**src/rtl/store_rmw_unit.sv**
```systemverilog
`default_nettype none
// ============================================================================
// Module   : store_rmw_unit
// Purpose  : Store engine for a word-only data memory without byte enables.
//            SW is issued as a single word write. SH/SB are performed as a
//            read-modify-write: read the word, splice in the new lane(s),
//            write the word back. Misaligned stores, the reserved store type
//            and memory requests that never see MemReady end with Err and
//            no write.
// Revision : 1.0 - initial release
// ----------------------------------------------------------------------------
// Ports
//   clk        in   1   clock, rising edge
//   rst_n      in   1   asynchronous active-low reset
//   Start      in   1   store request, sampled only in IDLE
//   StoreType  in   2   00=SW 01=SH 10=SB 11=reserved
//   Addr       in  32   byte address
//   StoreData  in  32   store value (SH uses [15:0], SB uses [7:0])
//   MemAddr    out 32   word-aligned memory address
//   MemRead    out  1   memory read request
//   MemWrite   out  1   memory write request
//   MemWData   out 32   memory write word
//   MemRData   in  32   memory read word, valid with MemReady during READ
//   MemReady   in   1   memory accepts/completes the current request
//   Busy       out  1   high whenever not IDLE
//   Done       out  1   one-cycle completion pulse
//   Err        out  1   qualifies Done: store aborted, nothing written
// ============================================================================
module store_rmw_unit #(
  parameter int MAX_WAIT = 16
) (
  input  logic        clk,
  input  logic        rst_n,
  input  logic        Start,
  input  logic [1:0]  StoreType,
  input  logic [31:0] Addr,
  input  logic [31:0] StoreData,
  output logic [31:0] MemAddr,
  output logic        MemRead,
  output logic        MemWrite,
  output logic [31:0] MemWData,
  input  logic [31:0] MemRData,
  input  logic        MemReady,
  output logic        Busy,
  output logic        Done,
  output logic        Err
);

  // Counter is wide enough to hold MAX_WAIT-1.
  localparam int              CNT_W      = (MAX_WAIT > 1) ? $clog2(MAX_WAIT) : 1;
  localparam logic [CNT_W-1:0] WAIT_LIMIT = CNT_W'(MAX_WAIT - 1);

  localparam logic [1:0] ST_SW = 2'b00;
  localparam logic [1:0] ST_SH = 2'b01;
  localparam logic [1:0] ST_SB = 2'b10;

  typedef enum logic [1:0] {
    S_IDLE  = 2'd0,
    S_READ  = 2'd1,
    S_WRITE = 2'd2,
    S_DONE  = 2'd3
  } state_t;

  state_t           state;
  logic [1:0]       type_q;
  logic [1:0]       lane_q;   // Addr[1:0] of the captured store
  logic [15:0]      data_q;   // only the low half is ever merged
  logic [CNT_W-1:0] wait_cnt;

  logic             misaligned;

  // Reserved type is treated like a misaligned store: flagged, never issued.
  always_comb begin
    misaligned = 1'b0;
    case (StoreType)
      ST_SW:   misaligned = (Addr[1:0] != 2'b00);
      ST_SH:   misaligned = Addr[0];
      ST_SB:   misaligned = 1'b0;
      default: misaligned = 1'b1;
    endcase
  end

  // Replace the selected halfword or byte of the read word with store data.
  function automatic logic [31:0] merge_lane(
    input logic [31:0] word,
    input logic [15:0] data,
    input logic        is_half,
    input logic [1:0]  lane
  );
    logic [31:0] merged;
    merged = word;
    if (is_half) begin
      if (lane[1]) merged[31:16] = data;
      else         merged[15:0]  = data;
    end else begin
      case (lane)
        2'd0:    merged[7:0]   = data[7:0];
        2'd1:    merged[15:8]  = data[7:0];
        2'd2:    merged[23:16] = data[7:0];
        default: merged[31:24] = data[7:0];
      endcase
    end
    return merged;
  endfunction

  // Busy is decoded from state alone, so it stays Moore.
  assign Busy = (state != S_IDLE);

  always_ff @(posedge clk or negedge rst_n) begin
    if (!rst_n) begin
      state    <= S_IDLE;
      type_q   <= 2'b00;
      lane_q   <= 2'b00;
      data_q   <= 16'h0000;
      wait_cnt <= '0;
      MemAddr  <= 32'h0000_0000;
      MemWData <= 32'h0000_0000;
      MemRead  <= 1'b0;
      MemWrite <= 1'b0;
      Done     <= 1'b0;
      Err      <= 1'b0;
    end else begin
      // Done/Err are single-cycle: only the transition into DONE raises them.
      Done <= 1'b0;
      Err  <= 1'b0;

      case (state)
        S_IDLE: begin
          if (Start) begin
            MemAddr  <= {Addr[31:2], 2'b00};
            lane_q   <= Addr[1:0];
            data_q   <= StoreData[15:0];
            type_q   <= StoreType;
            wait_cnt <= '0;
            if (misaligned) begin
              state <= S_DONE;
              Done  <= 1'b1;
              Err   <= 1'b1;
            end else if (StoreType == ST_SW) begin
              state    <= S_WRITE;
              MemWrite <= 1'b1;
              MemWData <= StoreData;
            end else begin
              state   <= S_READ;
              MemRead <= 1'b1;
            end
          end
        end

        S_READ: begin
          // MemReady on the limit cycle still counts as a completed read.
          if (MemReady) begin
            MemRead  <= 1'b0;
            MemWrite <= 1'b1;
            MemWData <= merge_lane(MemRData, data_q, (type_q == ST_SH), lane_q);
            wait_cnt <= '0;
            state    <= S_WRITE;
          end else if (wait_cnt == WAIT_LIMIT) begin
            MemRead <= 1'b0;
            state   <= S_DONE;
            Done    <= 1'b1;
            Err     <= 1'b1;
          end else begin
            wait_cnt <= wait_cnt + CNT_W'(1);
          end
        end

        S_WRITE: begin
          if (MemReady) begin
            MemWrite <= 1'b0;
            state    <= S_DONE;
            Done     <= 1'b1;
          end else if (wait_cnt == WAIT_LIMIT) begin
            MemWrite <= 1'b0;
            state    <= S_DONE;
            Done     <= 1'b1;
            Err      <= 1'b1;
          end else begin
            wait_cnt <= wait_cnt + CNT_W'(1);
          end
        end

        S_DONE: begin
          // Start is deliberately not looked at here.
          state <= S_IDLE;
        end

        default: begin
          state    <= S_IDLE;
          MemRead  <= 1'b0;
          MemWrite <= 1'b0;
        end
      endcase
    end
  end

endmodule
`default_nettype wire

```
**config.mk**
```make
export PLATFORM = sky130hd
export DESIGN_NAME = store_rmw_unit
export DESIGN_NICKNAME = d
export VERILOG_FILES = /design/src/rtl/store_rmw_unit.sv
export SDC_FILE = /design/constraint.sdc
export NUM_CORES = 1
export LEC_CHECK = 0
export ABC_AREA = 1
export CAP_MARGIN = 0
export CORE_MARGIN = 3
export CORE_UTILIZATION = 35
export CTS_CLUSTER_DIAMETER = 50
export DETAILED_ROUTE_END_ITERATION = 10
export PLACE_DENSITY_LB_ADDON = 0.1
export SLEW_MARGIN = 5
export SYNTH_ARGS = -nofsm -noshare
export SYNTH_HDL_FRONTEND = slang
export SYNTH_SLANG_ARGS = --single-unit
```
**constraint.sdc**
```tcl
create_clock -name clk -period 1.8 [get_ports clk]
set_clock_uncertainty 0.2 [all_clocks]
set_input_delay 0.36 -clock clk [delete_from_list [all_inputs] [get_ports clk]]
set_output_delay 0.36 -clock clk [all_outputs]
set_load 0.02 [all_outputs]
```
==> flow_summary.yaml <==
power:
  power.density_nw_per_um2: 1820
  ir_drop_mv: 0.807
  power.leakage_nw: 4.23
  total_power_w: 0.0151
clock_network:
  cts_tree: "done"
  cts_made_buffers: 9
  clkLatencyLatePin_ns: 0.35
  cts_sinks: 92
  clkTransAtPathRegs_ns: 0.07
  htree_levels: 3
  cts_buffer_depth: 2
  cts-root-buf: "clkbuf_16"
routing:
  drtAntennaViolNets: 0
  vias: 5576
  drtIter0Drc: 361
  firstDrtPassIters: 5
  wl_per_cell_um: 15.0
  avgViaCountPerCell: 4.77
  drt-total-wl_mm: 17.5
  drcViolationCount: 0
die:
  coreArea_um2: 14800
  dieWidth_um: 130
  rows: 44
  die_h_um: 130
  ios: 171
  die-area_um2: 17000
  initial_core_util: 0.365
timing:
  fin_ws_ns: -0.0288
  fmax_mhz: 547
  slew_viol_final: 0
  hold_violations: 0
  setup_viol: 39
  min_period_ns: 1.83
  whs_ns: 0.245
  rsz0062_at_grt: "true"
  timing.final.crit_share: 1.02
yosys:
  yosys-top-cells-area: "dfrtp_1 (43%), nand2_1 (24%), nor2_1 (9.5%), mux2_2 (7.9%), nand3_1 (3.2%)"
  synth_top_area_frac: 0.426
  postSynthCellCount: 777
  ys_warn_count: 0
  ys_seq_elements: 92
  ys_types: 24
  yosysSeqAreaShare: 0.426
  avgSynthCellArea_um2: 6.95
  synth_area_um2: 5400
  yosysTopAreaCell: "dfrtp_1"
critical_path:
  cp-end-kind: "register"
  critPathMaxFanout: 24
  cp.required_ns: 1.84
  worstPathArrival_ns: 1.87
  crit_type: "reg -> reg"
  cpPeakStageDelay_ns: 0.37
  worst_path_max_delay_cell: "dfrtp_1"
  cp-start-kind: "register"
  crit_path_cell_trace: "inv_2, ha_4, buf_8, nand2_8, buf_12, buf_16, mux2_2"
global_routing:
  grt_max_degree: 33
  gr-usage-all-layers: 0.206
  grt_overflow: 0
  grt_pass1_vias: 5297
  grt_pass1_wl_mm: 27.4
  antenna_found_initial: 0
place:
  io_buffer_count: 168
  gp_congestion: 0.852
  place_area_um2: 7660
  place_ws_ns: -0.179
  hpwl_mm: 12.3
cells_and_area:
  multi_input_area_um2: 2930
  final_cell_mix: "nand2_1 (328), nor2_1 (129), clkdlybuf4s50_1 (100)"
  nFillCells: 1429
  area_growth_pct: 54.3
  seqCellArea_um2: 2300
  final_area_um2: 8340
  n_antenna_cell: 0
  fin_nets: 1090
  mostFrequentLayoutCell: "nand2_1"
  drive_above_1_share: 0.161
worst_hold_path:
  worstHoldPathType: "in -> async"
outcome:
  failed_checks: "setup timing"
  status: "finished with violations"
flow_run:
  max_cap_violations: 0
==> flip-flops by register name, summed over array words and instances, names as in the netlist <==
| name | flops |
|---|---|
| Done | 1 |
| Err | 1 |
| MemAddr | 30 |
| MemRead | 1 |
| MemWData | 32 |
| MemWrite | 1 |
| data_q | 16 |
| lane_q | 2 |
| state | 2 |
| type_q | 2 |
| wait_cnt | 4 |
==> cell usage after synthesis <==
cell type,count
o21ai_0,20
inv_1,33
buf_4,5
nand3_1,35
nand2_2,1
nor2_1,137
nand3b_1,1
dfrtp_1,92
a21boi_0,1
nand3_2,1
conb_1,1
nor2_2,3
buf_2,20
mux2_2,38
o21ai_1,1
o21bai_1,1
nand4_1,3
ha_1,8
o22ai_1,1
a31oi_1,1
clkbuf_1,14
inv_2,4
nand2_1,341
a21oi_1,15
==> logic make-up after synthesis <==
| kind of cell | after synthesis | synth area share |
|---|---|---|
| AND/OR/NAND/NOR | 522 | 0.376 |
| flip-flops | 92 | 0.426 |
| buffers and inverters | 76 | 0.0609 |
| AO/OA/AOI/OAI | 40 | 0.0385 |
| multiplexers | 38 | 0.0792 |
| adder cells (fa/ha/maj) | 8 | 0.0185 |
| other | 1 | 0.000694 |
==> power by group <==
group	switching [W]	internal, W	total [W]
clock network	0.000892	0.00113	0.00202
logic	0.00528	0.00415	0.00943
registers	0.000601	0.00310	0.00370
==> critical path: cells and delay by family (launching register included) <==
family / cells / cell delay (ns)
fa+ha+maj: 1 / 0.18
simple gates: 1 / 0.07
flops: 1 / 0.37
mux: 1 / 0.35
buf+inv: 4 / 0.52
==> per-layer routing <==
layer / vias up / global-route usage / routed length [µm] / share of wire
met5: - / 0 / 0 / 0
met4: 0 / 0.0697 / 307 / 0.018
met3: 17 / 0.0524 / 1220 / 0.069
met2: 164 / 0.318 / 7940 / 0.45
met1: 2577 / 0.284 / 8080 / 0.46
li1: 2818 / - / - / -
==> repair_timing <==
| item | in CTS | in global routing |
|---|---|---|
| cloned | 3 | 2 |
| setup endpoints to repair | 117 | 88 |
| gates resized for setup | 94 | 51 |
| pin swaps | 2 | 14 |
| setup buffers | 12 | 0 |
| endpoints found under the hold margin | 42 | 0 |
| hold buffers | 1 | 0 |
==> path summary, 6_finish.rpt <==
path / from / slack (ns) / to / depth (start not counted)
max: state[1] / -0.03 / MemAddr[22] / 7
max in group asynchronous: rst_n / 0.70 / MemAddr[12] / 3
min reg2reg: MemWData[8] / 0.28 / MemWData[8] / 2
min: rst_n / 0.25 / MemWData[0] / 2
min in group clk: MemWData[8] / 0.28 / MemWData[8] / 2
max reg2reg: state[1] / -0.03 / MemAddr[22] / 7
==> final cells by class <==
| class | instances | share of cell area |
|---|---|---|
| Multi-Input combinational cell | 610 | 0.352 |
| Inverter | 37 | 0.0173 |
| Sequential cell | 92 | 0.276 |
| Clock inverter | 6 | 0.00840 |
| Tap cell | 184 | 0.0276 |
| Clock buffer | 10 | 0.0287 |
| Timing Repair Buffer | 230 | 0.290 |
==> metrics by stage <==
step / utilization / instances / setup TNS [ns]
after floorplan: - / 778 / -0.0196
after global placement: 0.517 / 1138 / -7.07
after detailed placement: 0.517 / 1138 / -7.86
after CTS: 0.553 / 1170 / -0.267
after global routing: 0.563 / 1169 / -5.96
final: 0.563 / 1169 / -0.637
(Power assumes the default switching activity.)
